--- src/rtl/deferred_step_batcher.sv ---
// Multi-channel step batcher: accumulates per-channel step counts, emits (channel, count)
// records by round-robin, and drains everything once the sticky deferred result is raised.
module deferred_step_batcher #(
    parameter int unsigned NUM_CH       = 2,
    parameter int unsigned STEP_W       = 8,
    parameter int unsigned ACC_W        = 16,
    parameter int unsigned BATCH_THRESH = 64,
    parameter int unsigned TIMEOUT      = 255,
    localparam int unsigned CH_W        = (NUM_CH > 1) ? $clog2(NUM_CH) : 1
) (
    input  logic                     clock,
    input  logic                     reset,
    input  logic [NUM_CH*STEP_W-1:0] step,
    input  logic                     result_set,
    output logic                     out_valid,
    input  logic                     out_ready,
    output logic [CH_W-1:0]          out_ch,
    output logic [ACC_W-1:0]         out_step,
    output logic                     simv_result,
    output logic                     drained,
    output logic [NUM_CH-1:0]        overflow
);

    localparam int unsigned AGE_W = $clog2(TIMEOUT + 1);

    logic [ACC_W-1:0]  acc_q [NUM_CH];
    logic [ACC_W-1:0]  acc_d [NUM_CH];
    logic [AGE_W-1:0]  age_q [NUM_CH];
    logic [AGE_W-1:0]  age_d [NUM_CH];
    logic [NUM_CH-1:0] pending_c;
    logic [NUM_CH-1:0] ovf_d;
    logic [CH_W-1:0]   ptr_q;
    logic [CH_W-1:0]   grant_c;
    logic              found_c;
    logic              load_c;
    logic              valid_d;
    logic              simv_d;
    logic              drained_d;
    logic              all_zero_c;
    logic [STEP_W-1:0] step_eff;
    logic [ACC_W:0]    sum_c;
    int unsigned       rr_idx;

    // A nonzero channel is pending on threshold, age timeout, or while draining.
    always_comb begin
        pending_c = '0;
        for (int i = 0; i < int'(NUM_CH); i++) begin
            pending_c[i] = (acc_q[i] != '0) &&
                           ((acc_q[i] >= ACC_W'(BATCH_THRESH)) ||
                            (age_q[i] >= AGE_W'(TIMEOUT)) || simv_result);
        end
    end

    // Round-robin grant starting one past the last granted channel.
    always_comb begin
        found_c = 1'b0;
        grant_c = '0;
        rr_idx  = 0;
        for (int unsigned k = 1; k <= NUM_CH; k++) begin
            rr_idx = (32'(ptr_q) + k) % NUM_CH;
            if (!found_c && pending_c[CH_W'(rr_idx)]) begin
                found_c = 1'b1;
                grant_c = CH_W'(rr_idx);
            end
        end
        load_c = found_c && (!out_valid || out_ready);
    end

    // Per-channel accumulate/saturate/age; a loaded channel restarts from its same-cycle step.
    always_comb begin
        all_zero_c = 1'b1;
        step_eff   = '0;
        sum_c      = '0;
        for (int i = 0; i < int'(NUM_CH); i++) begin
            step_eff = simv_result ? '0 : step[i*STEP_W +: STEP_W];
            sum_c    = {1'b0, acc_q[i]} + (ACC_W+1)'(step_eff);
            ovf_d[i] = overflow[i];
            if (load_c && (grant_c == CH_W'(i))) begin
                acc_d[i] = ACC_W'(step_eff);
            end else if (sum_c[ACC_W]) begin
                acc_d[i] = '1;
                ovf_d[i] = 1'b1;
            end else begin
                acc_d[i] = sum_c[ACC_W-1:0];
            end
            if ((load_c && (grant_c == CH_W'(i))) || (acc_q[i] == '0)) begin
                age_d[i] = '0;
            end else if (age_q[i] != AGE_W'(TIMEOUT)) begin
                age_d[i] = age_q[i] + AGE_W'(1);
            end else begin
                age_d[i] = age_q[i];
            end
            if (acc_d[i] != '0) begin
                all_zero_c = 1'b0;
            end
        end
        valid_d   = load_c ? 1'b1 : (out_ready ? 1'b0 : out_valid);
        simv_d    = simv_result | result_set;
        drained_d = simv_d && all_zero_c && !valid_d;
    end

    always_ff @(posedge clock) begin
        if (!reset) begin
            for (int i = 0; i < int'(NUM_CH); i++) begin
                acc_q[i] <= '0;
                age_q[i] <= '0;
            end
            ptr_q       <= CH_W'(NUM_CH - 1);
            out_valid   <= 1'b0;
            out_ch      <= '0;
            out_step    <= '0;
            simv_result <= 1'b0;
            drained     <= 1'b0;
            overflow    <= '0;
        end else begin
            for (int i = 0; i < int'(NUM_CH); i++) begin
                acc_q[i] <= acc_d[i];
                age_q[i] <= age_d[i];
            end
            if (load_c) begin
                ptr_q    <= grant_c;
                out_ch   <= grant_c;
                out_step <= acc_q[grant_c];
            end
            out_valid   <= valid_d;
            simv_result <= simv_d;
            drained     <= drained_d;
            overflow    <= ovf_d;
        end
    end

endmodule

--- config.mk ---
export PLATFORM = sky130hd
export DESIGN_NAME = deferred_step_batcher
export DESIGN_NICKNAME = d
export VERILOG_FILES = /design/src/rtl/deferred_step_batcher.sv
export SDC_FILE = /design/constraint.sdc
export NUM_CORES = 1
export LEC_CHECK = 0
export ABC_AREA = 1
export BUFFER_PORTS_ARGS = -buffer_cell sky130_fd_sc_hd__buf_2
export CAP_MARGIN = 30
export CORE_MARGIN = 2
export CORE_UTILIZATION = 55
export DETAILED_ROUTE_END_ITERATION = 16
export GPL_ROUTABILITY_DRIVEN = 1
export GPL_TIMING_DRIVEN = 0
export MAX_ROUTING_LAYER = met4
export PLACE_DENSITY = 0.86
export SLEW_MARGIN = 0
export SYNTH_ARGS = -nofsm -noshare
export SYNTH_HDL_FRONTEND = slang
export SYNTH_SLANG_ARGS = --single-unit
--- constraint.sdc ---
create_clock -name clock -period 3.7 [get_ports clock]
set_clock_uncertainty 0.05 [all_clocks]
set_input_delay 0.185 -clock clock [delete_from_list [all_inputs] [get_ports clock]]
set_output_delay 0.185 -clock clock [all_outputs]
set_load 0.01 [all_outputs]
==> run metrics <==
Final Wtd Congestion=0.884; placed wire-length estimate=8630 um; cts bufs inserted=9; PD cells=slightly above 800 nW/um2; Via density=5.38; n_diodes=0; GR Util All Layers=a little over a quarter; core area=around 7800 um2; H-tree level count=3; routed vias=4435; Root Buffer=clkbuf_8; Synth Register Bits=71; WS Path Type=reg2reg; Setup TNS=0 ns; antenna-violating nets left=0; clock latency on the worst-skew pair=around 0.36 ns; synthesized instance count=between 600 and 700; design area=4940 um2; final WL=about 11000 um; starting density of the core=approximately 57%; max-cap viol count=0; Tcrit/Tclk final=between 80% and 90%; # Post-CTS Setup Buffers=0; largest net degree at the start of global routing=16; Die ar.=approximately 9000 um2; Port Buffers=a little over 40; Clock Tree Buf Depth=2; Worst EP arrival=3.52 ns; Remaining Overflow, GRT=0; Worst Tran Pin Value=between 0.6 and 0.7 ns; top_reg_cell synth=dfxtp_1; clk sinks=slightly above 70; crit-path max FO=10; Max Slew Vio Count=0; average cell area after synthesis=between 6 and 7 um2; initial antenna violation count=0; DRC=0; number of cell rows=32; fin crit period=between 3 and 4 ns; Fmax=305 MHz; final setup violation count=0; Static Leak=around 0.0024 uW; Peak VDD IR=0.375 mV; Clk pin slew, worst setup/hold paths=around 0.090 ns; status=finished, final reports clean; unrepaired setup endpoints after global routing=false; sequential area share after synthesis=32.1%; Worst EP required=3.94 ns; Multi-input gate area=about 2500 um2; asr flop ratio synth=0%; TritonRoute pass-1 iters=5; Post-synth EDFFs=0; Mapped Nets=about 700; number of global-route vias before repair=3940; global-route wire length before repair=between 15000 and 20000 um; DIE WIDTH=around 94 um; P&R area growth vs syn=11.8%; register area=approximately 1400 um2; Critical Path End Type=flop; Yosys cell types=36; utilization after layout=a little under two thirds; WL per Instance=13.8 um; Die Ht=93.7 um; Yosys warnings=0; number of fill cells in the layout=699; # nets final=roughly 760; CTS tree=done; Hold Path Class=in2reg; Hold Fails Final Rpt=0; IO Count=42; Startpoint Class=flop; Mapped Area=4420 um2; DRT iter0 DRCs=~300; placed cell area=around 4800 um2; Worst slew margin=about 56%; share of layout cells above drive strength 1=15.4%
power breakdown:
group / internal [uW] / switching (uW) / leakage, uW / total, uW
Clock: 258 / 341 / 0.0000903 / 599
Sequential: 931 / 168 / 0.000578 / 1100
Combinational: 838 / 1530 / 0.00177 / 2370
Total: 2030 / 2040 / 0.00244 / 4060
layout make-up:
cell class	instances	area share, %
Buffer	19	2.96
Clock buffer	9	2.51
Clock inverter	7	1.29
Inverter	82	6.22
Multi-Input combinational cell	494	51.5
Sequential cell	71	28.7
Tap cell	102	2.58
Timing Repair Buffer	41	4.15
critical path, cell delays in order (launching register included):
cell     delay (ns)
dfxtp_1        0.38
inv_1          0.20
nand2_1        0.14
inv_1          0.05
ha_1           0.20
fa_1           0.40
nand3_1        0.09
nand2_1        0.13
nand2_1        0.09
nand2_1        0.16
nand3_1        0.27
buf_4          0.25
nand2_1        0.07
nand2_1        0.08
nand2_1        0.05
nor2_1         0.09
nand2_1        0.09
nor2_1         0.19
nand3_1        0.10
nor2_1         0.12
placed cells by master (no fill, tap or decap), types with 13 or more instances in the layout:
master	count
ha_1	18
inv_1	78
a31oi_1	22
nor2_1	81
dfxtp_1	71
a21oi_1	37
buf_2	43
nand2_1	193
nand3_1	37
o21ai_0	13
metal layers:
layer	global-route usage [%]	vias to the layer above	routed length (um)
met5	-	-	0
met4	8.82	0	305
met3	6.98	36	907
met2	43.4	179	5210
met1	34.8	1990	4980
li1	-	2230	-
timing repair:
| item | CTS | global route |
|---|---|---|
| hold buffers | 0 | 0 |
| endpoints found under the setup margin | 0 | 1 |
| gates resized for setup | 0 | 2 |
worst paths after layout:
kind	startpoint	end	slack, ns	cells after the start
max reg2reg	simv_result$_SDFF_PN0_	drained$_SDFF_PN0_	0.42	19
max	simv_result$_SDFF_PN0_	drained$_SDFF_PN0_	0.42	19
min reg2reg	overflow[1]$_SDFFE_PN0P_	overflow[1]$_SDFFE_PN0P_	0.40	2
min	result_set	simv_result$_SDFF_PN0_	0.01	3
sequential cells by signal, indices dropped and copies added, names as in the netlist:
signal,count
acc_q,32
age_q,16
out_step,16
overflow,2
drained,1
out_ch,1
out_valid,1
ptr_q,1
simv_result,1
per-stage QoR:
| step | cells | setup slack (ns) | total power [uW] | hold slack, ns |
|---|---|---|---|---|
| CTS | 825 | 0.340 | 4020 | 0.00565 |
| global route | 825 | 0.129 | 4380 | 0.0343 |
| global placement | 809 | 0.429 | 3330 | 0.377 |
| floorplan | 666 | 1.14 | 2860 | 0.248 |
| detailed placement | 809 | 0.382 | 3410 | 0.380 |
| finish | 825 | 0.417 | 4060 | 0.0134 |
logic make-up (layout without fill, tap and decap cells):
logic type / count (synthesis) / after routing / synth area share (%)
simple gates: 374 / 374 / 37.9
buf+inv: 101 / 158 / 10.2
compound gates: 82 / 82 / 10.2
flops: 71 / 71 / 32.1
fa+ha+maj: 20 / 20 / 6.00
xor+xnor: 18 / 18 / 3.56
synthesized netlist by cell type (5+ instances only):
cell type / n / area share, %
nor2_1: 81 / 6.9
nand2_2: 10 / 1.4
nor2_2: 5 / 0.71
a21oi_1: 37 / 4.2
or2_2: 8 / 1.1
ha_1: 18 / 5.1
a31oi_1: 22 / 3.1
nor3_1: 7 / 0.79
buf_4: 5 / 0.85
o21ai_0: 13 / 1.5
buf_6: 7 / 1.8
nand3_2: 6 / 1.4
nand2_1: 193 / 16
clkbuf_1: 5 / 0.42
xor2_1: 6 / 1.2
inv_1: 78 / 6.6
o21ai_1: 5 / 0.57
nand3_1: 37 / 4.2
nand4_1: 12 / 1.7
xnor2_1: 12 / 2.4
dfxtp_1: 71 / 32
(Power assumes the default switching activity.)
